`config.mk`:
```
export PLATFORM = sky130hd
export DESIGN_NAME = dup_mask_sched
export DESIGN_NICKNAME = d
export VERILOG_FILES = /design/src/rtl/dup_mask_sched.sv
export SDC_FILE = /design/constraint.sdc
export NUM_CORES = 1
export LEC_CHECK = 0
export ABC_AREA = 1
export BUFFER_PORTS_ARGS = -buffer_cell sky130_fd_sc_hd__buf_4
export CORE_MARGIN = 3
export CORE_UTILIZATION = 35
export DETAILED_ROUTE_END_ITERATION = 8
export HOLD_SLACK_MARGIN = 0.06
export PLACE_DENSITY = 0.79
export SYNTH_ARGS = -nofsm -noshare
export SYNTH_HDL_FRONTEND = slang
export SYNTH_SLANG_ARGS = --single-unit
```
`constraint.sdc`:
```
create_clock -name clk -period 4.8 [get_ports clk]
set_input_delay 0.24 -clock clk [delete_from_list [all_inputs] [get_ports clk]]
set_output_delay 0.24 -clock clk [all_outputs]
set_load 0.01 [all_outputs]
```
`src/rtl/dup_mask_sched.sv`:
```
// dup_mask_sched: round-robin scheduler that pushes per-requester duplicate
// masks into the downstream mask FIFO. It tracks in-flight masks with a credit
// counter and stops granting once the FIFO is full or while a flush is pending.
// Optional build macro: DUP_SCHED_MASK_CHECK_EN. When it is defined, granted
// masks are checked for out-of-range or chained origins, and a bad mask sets err.
module dup_mask_sched #(
  parameter int unsigned NUM_REQ        = 4,
  parameter int unsigned NUM_ELEMENTS   = 8,
  parameter int unsigned MAX_IN_TRANSIT = 16,
  localparam int unsigned IDX_W = (NUM_ELEMENTS > 1) ? $clog2(NUM_ELEMENTS) : 1,
  localparam int unsigned REQ_W = (NUM_REQ > 1) ? $clog2(NUM_REQ) : 1,
  localparam int unsigned CNT_W = $clog2(MAX_IN_TRANSIT + 1)
) (
  input  logic                                  clk,
  input  logic                                  rst,
  input  logic [NUM_REQ-1:0]                    req_valid,
  output logic [NUM_REQ-1:0]                    req_ready,
  input  logic [NUM_REQ*NUM_ELEMENTS-1:0]       req_duplicates,
  input  logic [NUM_REQ*NUM_ELEMENTS*IDX_W-1:0] req_origins,
  output logic                                  mask_valid,
  output logic [NUM_ELEMENTS-1:0]               mask_duplicates,
  output logic [NUM_ELEMENTS*IDX_W-1:0]         mask_origins,
  output logic [REQ_W-1:0]                      mask_src,
  input  logic                                  beat_consumed,
  input  logic                                  flush,
  output logic [CNT_W-1:0]                      credits_used,
  output logic                                  idle,
  output logic                                  err
);

  localparam logic [CNT_W-1:0] MAX_C    = CNT_W'(MAX_IN_TRANSIT);
  localparam logic [REQ_W-1:0] LAST_REQ = REQ_W'(NUM_REQ - 1);

  typedef enum logic [1:0] {
    IDLE  = 2'd0,
    RUN   = 2'd1,
    FULL  = 2'd2,
    DRAIN = 2'd3
  } state_t;

  state_t                        state;
  state_t                        state_next;
  logic [REQ_W-1:0]              last_grant;
  logic [REQ_W-1:0]              scan_idx;
  logic [REQ_W-1:0]              grant_idx;
  logic                          found;
  logic                          grant_ok;
  logic                          xfer;
  logic                          underflow;
  logic                          mask_bad;
  logic [CNT_W-1:0]              credits_next;
  logic [NUM_ELEMENTS-1:0]       sel_dup;
  logic [NUM_ELEMENTS*IDX_W-1:0] sel_org;
  logic [NUM_ELEMENTS-1:0]       dup_arr [NUM_REQ];
  logic [NUM_ELEMENTS*IDX_W-1:0] org_arr [NUM_REQ];

  // Split the flat request buses into one mask per requester
  for (genvar r = 0; r < NUM_REQ; r++) begin : g_unpack
    assign dup_arr[r] = req_duplicates[r*NUM_ELEMENTS +: NUM_ELEMENTS];
    assign org_arr[r] = req_origins[r*NUM_ELEMENTS*IDX_W +: NUM_ELEMENTS*IDX_W];
  end

  // Grants are allowed only in IDLE/RUN, with headroom, no flush and out of reset.
  // A same-cycle beat_consumed deliberately does not create headroom.
  assign grant_ok = !rst && !flush && (credits_used < MAX_C) &&
                    ((state == IDLE) || (state == RUN));

  // Round-robin search that starts one past the last granted requester
  always_comb begin
    found     = 1'b0;
    grant_idx = '0;
    scan_idx  = (last_grant == LAST_REQ) ? '0 : last_grant + REQ_W'(1);
    for (int unsigned k = 0; k < NUM_REQ; k++) begin
      if (!found && req_valid[scan_idx]) begin
        found     = 1'b1;
        grant_idx = scan_idx;
      end
      scan_idx = (scan_idx == LAST_REQ) ? '0 : scan_idx + REQ_W'(1);
    end
  end

  assign xfer = grant_ok & found;

  // One-hot ready toward the winning requester
  always_comb begin
    req_ready = '0;
    for (int unsigned r = 0; r < NUM_REQ; r++) begin
      req_ready[r] = xfer && (grant_idx == REQ_W'(r));
    end
  end

  assign sel_dup = dup_arr[grant_idx];
  assign sel_org = org_arr[grant_idx];

`ifdef DUP_SCHED_MASK_CHECK_EN
  logic [IDX_W-1:0] lane_org;

  // Flag duplicate lanes whose origin is out of range or is itself a duplicate
  always_comb begin
    mask_bad = 1'b0;
    lane_org = '0;
    for (int unsigned i = 0; i < NUM_ELEMENTS; i++) begin
      lane_org = sel_org[i*IDX_W +: IDX_W];
      if (sel_dup[i]) begin
        if (32'(lane_org) >= NUM_ELEMENTS) begin
          mask_bad = 1'b1;
        end else if (sel_dup[lane_org]) begin
          mask_bad = 1'b1;
        end
      end
    end
  end
`else
  assign mask_bad = 1'b0;
`endif

  // Credit update: a transfer adds one, a consumed beat frees one, both cancel.
  // A consume with no credits outstanding is an underflow and the count stays at 0.
  always_comb begin
    credits_next = credits_used;
    underflow    = 1'b0;
    if (xfer && !beat_consumed) begin
      credits_next = credits_used + CNT_W'(1);
    end else if (!xfer && beat_consumed) begin
      if (credits_used == '0) begin
        underflow = 1'b1;
      end else begin
        credits_next = credits_used - CNT_W'(1);
      end
    end
  end

  // Next-state logic, where a flush with outstanding credits overrides everything
  always_comb begin
    state_next = state;
    if (flush && (credits_next != '0)) begin
      state_next = DRAIN;
    end else begin
      case (state)
        IDLE: begin
          if (xfer) state_next = RUN;
        end
        RUN: begin
          if (credits_next == MAX_C) begin
            state_next = FULL;
          end else if (credits_next == '0) begin
            state_next = IDLE;
          end
        end
        FULL: begin
          if (credits_next < MAX_C) state_next = RUN;
        end
        DRAIN: begin
          if ((credits_next == '0) && !flush) state_next = IDLE;
        end
        default: state_next = IDLE;
      endcase
    end
  end

  // State register and the registered idle indication
  always_ff @(posedge clk or posedge rst) begin
    if (rst) begin
      state <= IDLE;
      idle  <= 1'b1;
    end else begin
      state <= state_next;
      idle  <= (state_next == IDLE);
    end
  end

  // Credit counter, sticky error flag and arbitration pointer
  always_ff @(posedge clk or posedge rst) begin
    if (rst) begin
      credits_used <= '0;
      err          <= 1'b0;
      last_grant   <= LAST_REQ;
    end else begin
      credits_used <= credits_next;
      err          <= err | underflow | (xfer & mask_bad);
      if (xfer) last_grant <= grant_idx;
    end
  end

  // Registered push of the granted mask into the downstream FIFO
  always_ff @(posedge clk or posedge rst) begin
    if (rst) begin
      mask_valid      <= 1'b0;
      mask_src        <= '0;
      mask_duplicates <= '0;
      mask_origins    <= '0;
    end else begin
      mask_valid <= xfer;
      if (xfer) begin
        mask_src        <= grant_idx;
        mask_duplicates <= sel_dup;
        mask_origins    <= sel_org;
      end
    end
  end

endmodule

```
======== Word-level counts from Yosys, hierarchy flattened ========
Index checks and enable logic that the tools add are counted.
Widths: inputs -> output; s select.
word-level totals
  input bits .............................. 136
  output and inout port bits .............. 46
  register bits after elaboration ......... 46
operators by class
  equality and inequality tests ........... 11
  add/sub/neg operators ................... 6
  bitwise logic cells ..................... 3
  muxes and demuxes ....................... 39
  reduce and logical (&&, ||, !) cells .... 28
  $lt $le $gt $ge ......................... 7
operators with widths
  cell                 count
  $bmux 24 s2          1
  $mux 24              2
  $mux 2               14
  $bmux 8 s2           1
  $eq 2x2->1 const B   8
  $mux 8               2
  $mux 5               3
  $logic_and 1x1->1    14
  $lt 2x3->1 const B   4
  $mux 1               11
  $logic_not 5->1      2
  $lt 5x5->1 const B   2
  $add 2x1->2 const B  4
  $bmux 1 s2           4
  $pmux 2 s4           1
  $logic_not 1->1      7
  $logic_not 2->1      3
  $add 5x1->5 const B  1
  $eq 5x5->1 const B   1
  $reduce_bool 5->1    1
  $sub 5x1->5 const B  1
  $eq 2x1->1 const B   2
  $ge 3x3->1 const B   1
  $not 2->3            1
  other kinds (3)      3

======== Depth between registers and ports, before layout ========
Gate-level depths: netlist (run 1).
  depth after elaboration ................. 25
  depth in mapped cells ................... 20
  mapped depth without buffers ............ 20

======== Least setup slack after synthesis (run 1) ========
OpenSTA, ideal clock, no wires.
  path kind ............................... register to register
  start ................................... register last_grant[0]
  end ..................................... register state[0]
  required time ........................... 4.676 ns
  library setup time ...................... 0.124 ns
  setup slack ............................. 2.255 ns
  clock period less this slack ............ 2.545 ns
  arrival time ............................ 2.421 ns
  buffers on the path ..................... 0
  cell stages (with the launch flop) ...... 19
  cells stage by stage .................... dfstp_2 ha_1 inv_1 nand2_1 nand3_1 nand2_2 nor2_4 nand3_4 nand2_4 nand2_4 nand2_1 nand2_1 nand2_1 nand2_2 nor2_4 nand2_2 o21ai_2 nand2_1 or2_1
between the ends
  longest elaborated chain between the ends .. 24
  elaborated cells on any way between the ends .. 49
  classes of those cells .................. 4 x add/sub; 1 x order compare; 5 x eq/ne; 25 x mux; 1 x bitwise; 13 x reduce/logical
RTL lines
  element                                               line  RTL
  start, declared                                       43    logic [REQ_W-1:0] last_grant;
  start signal, assigned                                181   if (xfer) last_grant <= grant_idx;
  $add 2x1->2 or $eq 2x2->1 (tied branches)             72    scan_idx = (last_grant == LAST_REQ) ? '0 : last_grant + REQ_W'(1);
  $mux 2 (*)                                            72
  branches (longest 11 deep; another with $add 2x1->2)  -
  $mux 1 (*)                                            74    if (!found && req_valid[scan_idx]) begin
  $and 1x1->1 (*)                                       82    assign xfer = grant_ok & found;
  $logic_not 1->1                                       124   end else if (!xfer && beat_consumed) begin
  $logic_and 1x1->1                                     124
  $mux 5                                                124
  $mux 5 (*)                                            122   if (xfer && !beat_consumed) begin
  via credits_next[0]                                   51    logic [CNT_W-1:0] credits_next;
  branches (longest 4 deep; another with $lt 5x5->1)    -
  $mux 2 (*)                                            136   if (flush && (credits_next != '0)) begin
  via state_next[0]                                     42    state_t state_next;
  end signal, assigned                                  167   state <= state_next;
  end, declared                                         41    state_t state;
Mark *: on every way through the listed nets, which the timed path passes. The select of a mux whose other input is x is not followed.
A chain may end at the register's enable or synchronous reset.

======== Worst setup path after layout (run 1) ========
  start ................................... register last_grant[0]
  end ..................................... output req_ready[3]
between the ends
  longest elaborated chain between the ends .. 16
  elaborated cells on any way between the ends .. 37
  classes of those cells .................. 4 x add/sub; 5 x eq/ne; 20 x mux; 1 x bitwise; 7 x reduce/logical
RTL lines
  element                                               line  RTL
  $add 2x1->2 or $eq 2x2->1 (tied branches)             72
  $mux 2 (*)                                            72
  branches (longest 13 deep; another with $add 2x1->2)  -
  $logic_and 1x1->1 (*)                                 88    req_ready[r] = xfer && (grant_idx == REQ_W'(r));
  end, declared                                         17    output logic [NUM_REQ-1:0] req_ready,
Mark *: on every way between the ends. The select of a mux whose other input is x is not followed.

==> results of run 1 <==
==> final cells by class <==
cell class / instances / share of cell area, %
Multi-Input combinational cell: 347 / 36.5
Timing Repair Buffer: 185 / 30.7
Sequential cell: 46 / 25.5
Tap cell: 105 / 2.90
Inverter: 23 / 1.91
Clock buffer: 5 / 1.52
Clock inverter: 3 / 0.967
==> logic make-up (layout without fill, tap and decap cells) <==
family                   Yosys count  after routing  share of synthesized area [%]
AO/OA/AOI/OAI                     35             35                           8.27
buffers and inverters             42            216                           5.79
flip-flops                        46             46                           38.7
XOR/XNOR                           4              4                           1.17
adder cells (fa/ha/maj)            3              3                           1.26
AND/OR/NAND/NOR                  305            305                           44.8
==> final timing paths <==
path | startpoint | end | cells past startpoint
setup reg to reg | last_grant[0]$_DFFE_PP1P_ | mask_duplicates[4]$_DFFE_PP0P_ | 15
max in group asynchronous | rst | mask_duplicates[1]$_DFFE_PP0P_ | 2
hold / removal | rst | mask_origins[19]$_DFFE_PP0P_ | 2
hold reg to reg | mask_origins[16]$_DFFE_PP0P_ | mask_origins[16]$_DFFE_PP0P_ | 2
setup / recovery | last_grant[0]$_DFFE_PP1P_ | req_ready[3] | 11
min in group clk | flush | idle$_DFF_PP1_ | 4
==> flip-flops by register name, summed over array words and instances, names as in the netlist <==
register	flops
state	2
mask_duplicates	8
last_grant	2
mask_valid	1
idle	1
credits_used	5
err	1
mask_src	2
mask_origins	24
==> through the flow <==
| step | cells | setup slack, ns | power [uW] |
|---|---|---|---|
| after floorplan | 435 | 2.26 | 2480 |
| after global placement | 706 | 1.66 | 3170 |
| after detailed placement | 706 | 1.46 | 3250 |
| after CTS | 714 | 1.23 | 3560 |
| after global routing | 714 | 0.965 | 3890 |
| final | 714 | 1.27 | 3550 |
==> power groups by stage <==
| stage | sequential [uW] | combinational, uW | clock [uW] |
|---|---|---|---|
| final | 681 | 2570 | 297 |
| after global routing | 704 | 2860 | 322 |
| after CTS | 681 | 2580 | 303 |
| after detailed placement | 684 | 2570 | 0 |
| after global placement | 678 | 2490 | 0 |
| after floorplan | 733 | 1740 | 0 |
==> metal layers <==
| metal | track usage, % | vias up | share of wire (%) |
|---|---|---|---|
| li1 | - | 1758 | - |
| met1 | 22.2 | 1633 | 38 |
| met2 | 37.0 | 170 | 51 |
| met3 | 4.86 | 29 | 7.8 |
| met4 | 9.24 | 0 | 3.1 |
| met5 | 0 | - | 0 |
==> layout by cell type, fill, tap and decap left out, types with 2 or more instances in the layout <==
cell type  Yosys  routed
buf_4          0     185
xor2_1         4       4
clkbuf_8       0       5
nand2_4        2       2
nand2_2       11      11
nand2_1      217     217
inv_2          5       6
nand3_1       16      16
nor2_2         5       5
dfrtp_1       43      43
nand4_1       27      27
a22oi_1       16      16
inv_1         18      17
dfstp_2        3       3
nor2_4         2       2
nor3_1         3       3
a31oi_1        8       8
o21ai_2        3       3
ha_1           3       3
nor2_1        17      17
o21ai_1        2       2
o21ai_0        3       3
==> impl_metrics.env, run 1 <==
export IMPL_slowest_delay_ns=0.67
export IMPL_crit_arrival_ns=3.29
export IMPL_ys_top_cells_by_count="nand2_1 (217), dfrtp_1 (43), nand4_1 (27), inv_1 (18), nor2_1 (17)"
export IMPL_drc=0
export IMPL_grt_overflow=0
export IMPL_finalWeightedCongestion=0.918
export IMPL_synth_ff_type="dfrtp_1"
export IMPL_yosysTopAreaCell="dfrtp_1"
export IMPL_die_h_microns=98.3
export IMPL_tns_ns=0
export IMPL_syn_cell_area_sq_um=2980
export IMPL_synth_cell_type_count=31
export IMPL_min_period_ns=3.53
export IMPL_fin_skew_ns=0.00865
export IMPL_path_class="register to output pin"
export IMPL_yosysMostFrequentCell="nand2_1"
export IMPL_critPathTopFamily="simple AND/OR/NAND/NOR gates"
export IMPL_antenna_found_initial=0
export IMPL_area_growth_pct=51.9
export IMPL_via_count=3590
export IMPL_rsz0062_at_grt="false"
export IMPL_powerDensity_nw_per_um2=784
export IMPL_startpoint_type="register"
export IMPL_cpMaxStageDelayCell="inv_2"
export IMPL_cp_data_required_time_ns=4.56
export IMPL_status="complete, no violations"
export IMPL_drtPass1Iterations=4
export IMPL_track_usage_pct=20.3
export IMPL_syn_area_per_cell_sq_um=6.85
export IMPL_dieArea_sq_um=9660
export IMPL_start_util_pct=36.1
export IMPL_cts_made_buffers=5
export IMPL_clk_pin_slew_worst_paths_ns=0.10
export IMPL_ios=182
export IMPL_post_route_util_pct=54.8
export IMPL_holdWs_ns=0.175
export IMPL_cts_setup_buffers=0
export IMPL_internal_power_uw=1670
export IMPL_crit_top_cell="nand2_1"
export IMPL_synth_area_top_cells="dfrtp_1 (36%), nand2_1 (27%), nand4_1 (5.7%)"
export IMPL_die_w_microns=98.3
export IMPL_worst_ir_drop_vdd_mv=0.391
export IMPL_ctsHoldBuffers=0
export IMPL_dp_hpwl_microns=8050
export IMPL_fmax_mhz=283
export IMPL_cts_root_buffer="clkbuf_8"
export IMPL_grt_pass1_wl_microns=16400
export IMPL_final_nets=747
export IMPL_grt_pass1_vias=3696
export IMPL_synth_seq_area_share_pct=38.7
export IMPL_cts_resized_gates=0
export IMPL_period_share_pct=73.5
export IMPL_cap_violations=0
export IMPL_ant_nets=0
export IMPL_synth_fp_nets=574
export IMPL_slew_headroom_pct=35.2
export IMPL_port_buffer_count=181
export IMPL_syn_inst=435
export IMPL_stdcell_area_sq_um=4530
export IMPL_clkLatencyLatePin_ns=0.30
export IMPL_setup_violations=0
export IMPL_leakage_uw=0.00241
export IMPL_holdCritPathClass="input port to async pin"
export IMPL_ys_ff_latch=46
export IMPL_critPathBufInv=3
export IMPL_rrSetupSlack_ns=1.39
export IMPL_core_area_sq_um=8260
export IMPL_drt_total_wl_microns=10100
export IMPL_tightest_slew_ns=0.971
export IMPL_worst_path_max_fanout=45
export IMPL_path_cells="ha_1, inv_1, nand2_1, nand2_1, o21ai_2, nand3_4, nand2_4, inv_2, nand2_1, nor2_1, buf_4"
export IMPL_pwr_share_seq_pct=19.2
export IMPL_async_flop_share_pct=100
export IMPL_worst_setup_path_end_kind="output pin"
export IMPL_p_sw_uw=1880
export IMPL_wl_per_cell_microns=14.2
export IMPL_rows=33
export IMPL_viasPerCell=5.03
export IMPL_swShare_pct=52.9
export IMPL_clock_sinks=46
export IMPL_p_comb_share_pct=72.4
export IMPL_diodes=0
export IMPL_yosys_warnings=0
export IMPL_slew_viol_final=0
export IMPL_nFillCells=790
export IMPL_first_iter_violations=110
export IMPL_yosysTopAreaCellShare_pct=36.1
export IMPL_drive_above_1_share_pct=37.4
export IMPL_register_area_sq_um=1150
export IMPL_htreeDepth=2
export IMPL_multiInputGateArea_sq_um=1650
export IMPL_clockPowerShare_pct=8.4
export IMPL_synth_edf_count=0
export IMPL_clock_path_buffers=2
export IMPL_hold_viol=0
export IMPL_placed_area_sq_um=4420
export IMPL_cts_tree="done"
export IMPL_grt_max_degree=47
Power figures use the tool's default switching activity.
==> inputs of run 2 (changes only) <==
--- a/config.mk
+++ b/config.mk
@@ -5,13 +5,13 @@
 export SDC_FILE = /design/constraint.sdc
 export NUM_CORES = 1
 export LEC_CHECK = 0
-export ABC_AREA = 1
+export ABC_AREA = 0
 export BUFFER_PORTS_ARGS = -buffer_cell sky130_fd_sc_hd__buf_4
 export CORE_MARGIN = 3
 export CORE_UTILIZATION = 35
 export DETAILED_ROUTE_END_ITERATION = 8
 export HOLD_SLACK_MARGIN = 0.06
-export PLACE_DENSITY = 0.79
+export PLACE_DENSITY = 0.81
 export SYNTH_ARGS = -nofsm -noshare
 export SYNTH_HDL_FRONTEND = slang
 export SYNTH_SLANG_ARGS = --single-unit
==> constraint.sdc (replaced) <==
create_clock -name clk -period 3.1 [get_ports clk]
set_input_delay 0.155 -clock clk [delete_from_list [all_inputs] [get_ports clk]]
set_output_delay 0.155 -clock clk [all_outputs]
set_load 0.01 [all_outputs]
==> run 2 against run 1 <==
First-iteration DRC count decreased by 7.3%. Global-route usage decreased by 0.76 points. Combinational power increased by 22%. Worst hold slack got worse by 0.063 ns. Die area increased by 2.9%. Non-clock buffer count increased by 13. Clock power increased by 29%. Area after synthesis increased by 3.1%. Critical endpoint unchanged.
==> impl_metrics.env, run 2 <==
export IMPL_slowest_delay_ns=0.65
export IMPL_status="complete, no violations"
export IMPL_critPathBufInv=3
export IMPL_place_ws_ns=0.128
export IMPL_cap_violations=0
export IMPL_regMostFlops="mask_origins"
export IMPL_cp_startpoint="last_grant[0]$_DFFE_PP1P_"
export IMPL_stdcell_area_sq_um=4720
export IMPL_synth_seq_area_share_pct=37.6
export IMPL_die_h_microns=99.7
export IMPL_critPathTopFamily="compound AO/OA/AOI/OAI gates"
export IMPL_core_area_sq_um=8380
export IMPL_crit_arrival_ns=2.84
export IMPL_clock_sinks=46
export IMPL_tightest_slew_ns=1.01
export IMPL_holdCritPathClass="input port to async pin"
export IMPL_syn_area_per_cell_sq_um=10.1
export IMPL_htreeDepth=2
export IMPL_powerDensity_nw_per_um2=974
export IMPL_wl_per_cell_microns=17.4
export IMPL_drive_above_1_share_pct=44.9
export IMPL_finalWeightedCongestion=0.929
export IMPL_grt_busiest_layer="met2"
export IMPL_yosysTopAreaCell="dfrtp_1"
export IMPL_diodes=0
export IMPL_async_flop_share_pct=100
export IMPL_cp_data_required_time_ns=2.94
export IMPL_clk_pin_slew_worst_paths_ns=0.10
export IMPL_dp_hpwl_microns=7730
export IMPL_syn_inst=303
export IMPL_final_cell_mix="buf_4 (194), mux2i_1 (67), nand2_1 (46), dfrtp_1 (43), o221ai_1 (32)"
export IMPL_dp_cells=578
export IMPL_area_growth_pct=53.4
export IMPL_yosys_warnings=0
export IMPL_largest_reg_flops=24
export IMPL_reg_top3="mask_origins x24, mask_duplicates x8, credits_used x5"
export IMPL_path_class="register to output pin"
export IMPL_cts_tree="done"
export IMPL_finalWorstSetupSlack_ns=0.100
export IMPL_slew_viol_final=0
export IMPL_period_share_pct=96.8
export IMPL_drt_total_wl_microns=10300
export IMPL_synth_ff_type="dfrtp_1"
export IMPL_slew_headroom_pct=32.3
export IMPL_cts_made_buffers=5
export IMPL_drc=0
export IMPL_placed_area_sq_um=4550
export IMPL_ys_top_cells_by_count="mux2i_1 (67), nand2_1 (46), dfrtp_1 (43), o221ai_1 (32), nor2_1 (12)"
export IMPL_worst_path_max_fanout=8
export IMPL_ant_nets=0
export IMPL_rows=33
export IMPL_via_count=3199
export IMPL_dieArea_sq_um=9940
export IMPL_final_cells=593
export IMPL_first_iter_violations=102
export IMPL_worst_setup_path_end_kind="output pin"
export IMPL_setup_violations=0
export IMPL_startpoint_type="register"
export IMPL_port_buffer_count=181
export IMPL_grt_pass1_wl_microns=15900
export IMPL_fin_skew_ns=0.00638
export IMPL_synth_edf_count=0
export IMPL_viasPerCell=5.39
export IMPL_r2r_start="last_grant[0]$_DFFE_PP1P_"
export IMPL_start_util_pct=36.7
export IMPL_synth_area_top_cells="dfrtp_1 (35%), mux2i_1 (22%), o221ai_1 (9.1%)"
export IMPL_synth_fp_nets=442
export IMPL_crit_top_cell="buf_4"
export IMPL_use_met3_pct=3.51
export IMPL_tns_ns=0
export IMPL_grt_use_met2_pct=36.0
export IMPL_grt_max_degree=47
export IMPL_track_usage_pct=19.6
export IMPL_cts_root_buffer="clkbuf_8"
export IMPL_final_nets=626
export IMPL_path_cells="buf_4, buf_4, mux4_2, a21oi_1, o21ai_0, a211oi_1, and3_1, buf_4"
export IMPL_antenna_found_initial=0
export IMPL_die_w_microns=99.7
export IMPL_layout_commonest_cell="buf_4"
export IMPL_yosysMostFrequentCell="mux2i_1"
export IMPL_syn_cell_area_sq_um=3070
export IMPL_fmax_mhz=333
export IMPL_worst_ir_drop_vdd_mv=0.524
export IMPL_leakage_uw=0.00234
export IMPL_clkLatencyLatePin_ns=0.30
export IMPL_hold_viol=0
export IMPL_drtPass1Iterations=4
export IMPL_grt_pass1_vias=3287
export IMPL_cpMaxStageDelayCell="dfstp_2"
export IMPL_synth_cell_type_count=51
export IMPL_grt_overflow=0
export IMPL_met1_usage_pct=23.3
export IMPL_ios=182
export IMPL_min_period_ns=3.00
export IMPL_clock_path_buffers=2
export IMPL_yosysTopAreaCellShare_pct=35.0
export IMPL_ys_ff_latch=46
export IMPL_post_route_util_pct=56.3
## run 2: layout make-up
cell class                 instances  area, sq um
tap                              105          131
clock buffer                       7         76.3
multi-input combinational        229         1780
timing repair buffer             198         1540
clock inverter                     1         7.51
sequential                        46         1150
fill                             734         3660
inverter                           7         26.3
## run 2: power breakdown
part / leakage, uW / switching [uW] / internal (uW)
logic: 0.00174 / 1510 / 1620
clock network: 0.0000385 / 221 / 160
registers: 0.000567 / 223 / 861
## run 2: worst paths after layout
path | to | slack [ns] | depth (start not counted)
worst max-delay path | req_ready[3] | 0.10 | 8
worst min-delay path | mask_valid$_DFF_PP0_ | 0.11 | 2
worst max register to register | mask_origins[20]$_DFFE_PP0P_ | 0.20 | 9
worst min register to register | mask_origins[16]$_DFFE_PP0P_ | 0.50 | 2
max in group asynchronous | mask_origins[14]$_DFFE_PP0P_ | 2.37 | 2
min in group clk | state[1]$_DFF_PP0_ | 0.15 | 3
## run 2: layer usage
layer / wire length (microns) / share of wire (%)
met3: 682 / 6.6
met2: 5540 / 54
met5: 0 / 0
met1: 3970 / 39
met4: 96 / 0.93
## run 2: cell families (layout without fill, tap and decap cells)
kind of cell	count (synthesis)	count (layout)	synth area share, %
fa+ha+maj	3	3	1.22
buf+inv	28	213	5.25
mux	69	69	23.3
flops	46	46	37.6
compound gates	66	66	18.2
xor+xnor	2	2	0.570
simple gates	89	89	13.9
## run 2: timing repair
item | CTS | global route
gates resized for setup | 2 | 0
endpoints found under the setup margin | 4 | 4
hold buffers | 0 | 0
buffers inserted | 0 | 6
pin swaps | 0 | 1
gates cloned | 0 | 1
## run 2: per-stage QoR
stage | total power (uW) | hold slack (ns)
6_report | 4600 | 0.112
5_1_grt | 4910 | 0.151
4_1_cts | 4440 | 0.135
3_5_place_dp | 4020 | 0.452
3_3_place_gp | 3950 | 0.452
2_1_floorplan | 3170 | 0.300
==> inputs of run 3 (changes only) <==
==> constraint.sdc (replaced) <==
create_clock -name clk -period 3.1 [get_ports clk]
set_input_delay 0.775 -clock clk [delete_from_list [all_inputs] [get_ports clk]]
set_output_delay 0.775 -clock clk [all_outputs]
set_load 0.01 [all_outputs]
==> run 3 against run 2 <==
The run now ends with setup timing left. Final cell count grew 2.2%. Sequential power is essentially flat. Critical path depth shrank 1. Cell area grew 3.2%. Setup slack lost 0.32 ns. Fmax shrank 9.7%. Total power grew 5.8%. Die area is the same. Critical path type unchanged. Largest cell class unchanged.
==> impl_metrics.env, run 3 (synthesis gave the netlist of run 2 again) <==
export IMPL_regMostFlops="mask_origins"
export IMPL_area_growth_pct=58.4
export IMPL_grt_pass1_vias=3331
export IMPL_grt_pass1_wl_microns=15800
export IMPL_wl_per_cell_microns=17.5
export IMPL_register_area_sq_um=1150
export IMPL_grt_overflow=0
export IMPL_holdWs_ns=0.499
export IMPL_drtPass1Iterations=4
export IMPL_multiInputGateArea_sq_um=1810
export IMPL_rows=33
export IMPL_ctsHoldBuffers=0
export IMPL_grt_max_degree=47
export IMPL_place_ws_ns=-0.0635
export IMPL_path_class="register to output pin"
export IMPL_violations="setup timing"
export IMPL_slew_viol_final=0
export IMPL_start_util_pct=36.7
export IMPL_clk_pin_slew_worst_paths_ns=0.09
export IMPL_cap_violations=0
export IMPL_nFillCells=695
export IMPL_port_buffer_count=181
export IMPL_powerDensity_nw_per_um2=999
export IMPL_first_iter_violations=143
export IMPL_cts_tree="done"
export IMPL_clock_sinks=46
export IMPL_largest_reg_flops=24
export IMPL_core_area_sq_um=8380
export IMPL_dieArea_sq_um=9940
export IMPL_final_cell_mix="buf_4 (208), mux2i_1 (66), nand2_1 (46), dfrtp_1 (43), o221ai_1 (32)"
export IMPL_stdcell_area_sq_um=4870
export IMPL_reg_top3="mask_origins x24, mask_duplicates x8, credits_used x5"
export IMPL_viasPerCell=5.54
export IMPL_leakage_uw=0.00243
export IMPL_setup_violations=4
export IMPL_track_usage_pct=19.6
export IMPL_min_period_ns=3.32
export IMPL_status="finished, violations left"
export IMPL_drc=0
export IMPL_diodes=0
export IMPL_layout_commonest_cell="buf_4"
export IMPL_cp_data_required_time_ns=2.32
export IMPL_tightest_slew_ns=0.986
export IMPL_final_nets=639
export IMPL_dp_hpwl_microns=8080
export IMPL_placed_area_sq_um=4650
export IMPL_clock_path_buffers=2
export IMPL_antenna_found_initial=0
export IMPL_worst_setup_path_end_kind="output pin"
export IMPL_ios=182
export IMPL_crit_arrival_ns=2.55
export IMPL_period_share_pct=107
export IMPL_fin_skew_ns=0.0126
export IMPL_ant_nets=0
export IMPL_post_route_util_pct=58.1
export IMPL_holdCritPathClass="register to register"
export IMPL_die_h_microns=99.7
export IMPL_via_count=3356
export IMPL_die_w_microns=99.7
export IMPL_slew_headroom_pct=34.2
export IMPL_cts_root_buffer="clkbuf_8"
export IMPL_rsz0062_at_grt="true"
export IMPL_drt_total_wl_microns=10600
export IMPL_htreeDepth=2
export IMPL_startpoint_type="register"
export IMPL_hold_viol=0
export IMPL_cts_made_buffers=5
export IMPL_fmax_mhz=301
export IMPL_finalPower_uw=4870
export IMPL_worst_ir_drop_vdd_mv=0.495
export IMPL_finalWorstSetupSlack_ns=-0.223
export IMPL_clkLatencyLatePin_ns=0.30
export IMPL_drive_above_1_share_pct=47.7
export IMPL_worst_path_max_fanout=5
export IMPL_finalWeightedCongestion=0.777
[run 3: layout make-up]
class	count	share of cell area, %
clock buffers	7	1.77
clock inverters	1	0.617
inverters	7	0.540
multi-input cells	229	37.1
flip-flops and latches	46	23.7
well taps	105	2.70
repair buffers	211	33.6
[run 3: metal layers]
metal / up-vias / part of all wire [%] / track usage [%] / routed length [microns]
met3: 18 / 5.6 / 3.37 / 589
li1: 1559 / - / - / -
met4: 0 / 1.9 / 6.83 / 201
met1: 1651 / 38 / 22.8 / 4070
met5: - / 0 / 0 / 0
met2: 128 / 54 / 36.0 / 5720
[run 3: timing repair]
| action | CTS | global route |
|---|---|---|
| resized for setup | 2 | 8 |
| pin swaps | 0 | 1 |
| buffers inserted | 3 | 1 |
| setup endpoints to repair | 4 | 21 |
| cloned | 0 | 1 |
[run 3: path summary, 6_finish.rpt]
kind	slack, ns	start	depth (start not counted)	end
setup / recovery	-0.22	last_grant[0]$_DFFE_PP1P_	7	req_ready[2]
hold / removal	0.50	mask_duplicates[5]$_DFFE_PP0P_	2	mask_duplicates[5]$_DFFE_PP0P_
setup reg to reg	0.13	last_grant[0]$_DFFE_PP1P_	10	mask_origins[16]$_DFFE_PP0P_
hold reg to reg	0.50	mask_duplicates[5]$_DFFE_PP0P_	2	mask_duplicates[5]$_DFFE_PP0P_
max in group asynchronous	1.66	rst	3	last_grant[0]$_DFFE_PP1P_
min in group asynchronous	0.72	rst	2	mask_valid$_DFF_PP0_
[run 3: power breakdown]
group | switching [uW] | internal, uW
Clock | 203 | 263
Sequential | 212 | 860
Combinational | 1620 | 1710
Total | 2030 | 2830
[run 3: critical path, stage by stage (launching register included)]
cell,delay [ns]
dfstp_2,0.58
ha_2,0.32
mux4_2,0.36
or3_1,0.38
a21oi_2,0.17
a211o_1,0.16
and3_1,0.17
buf_4,0.12
[run 3: stage by stage]
step                instances  TNS [ns]
floorplan                 303         0
global placement          593   -0.0500
detailed placement        593    -0.156
CTS                       604    -0.561
global route              606     -1.07
finish                    606    -0.667
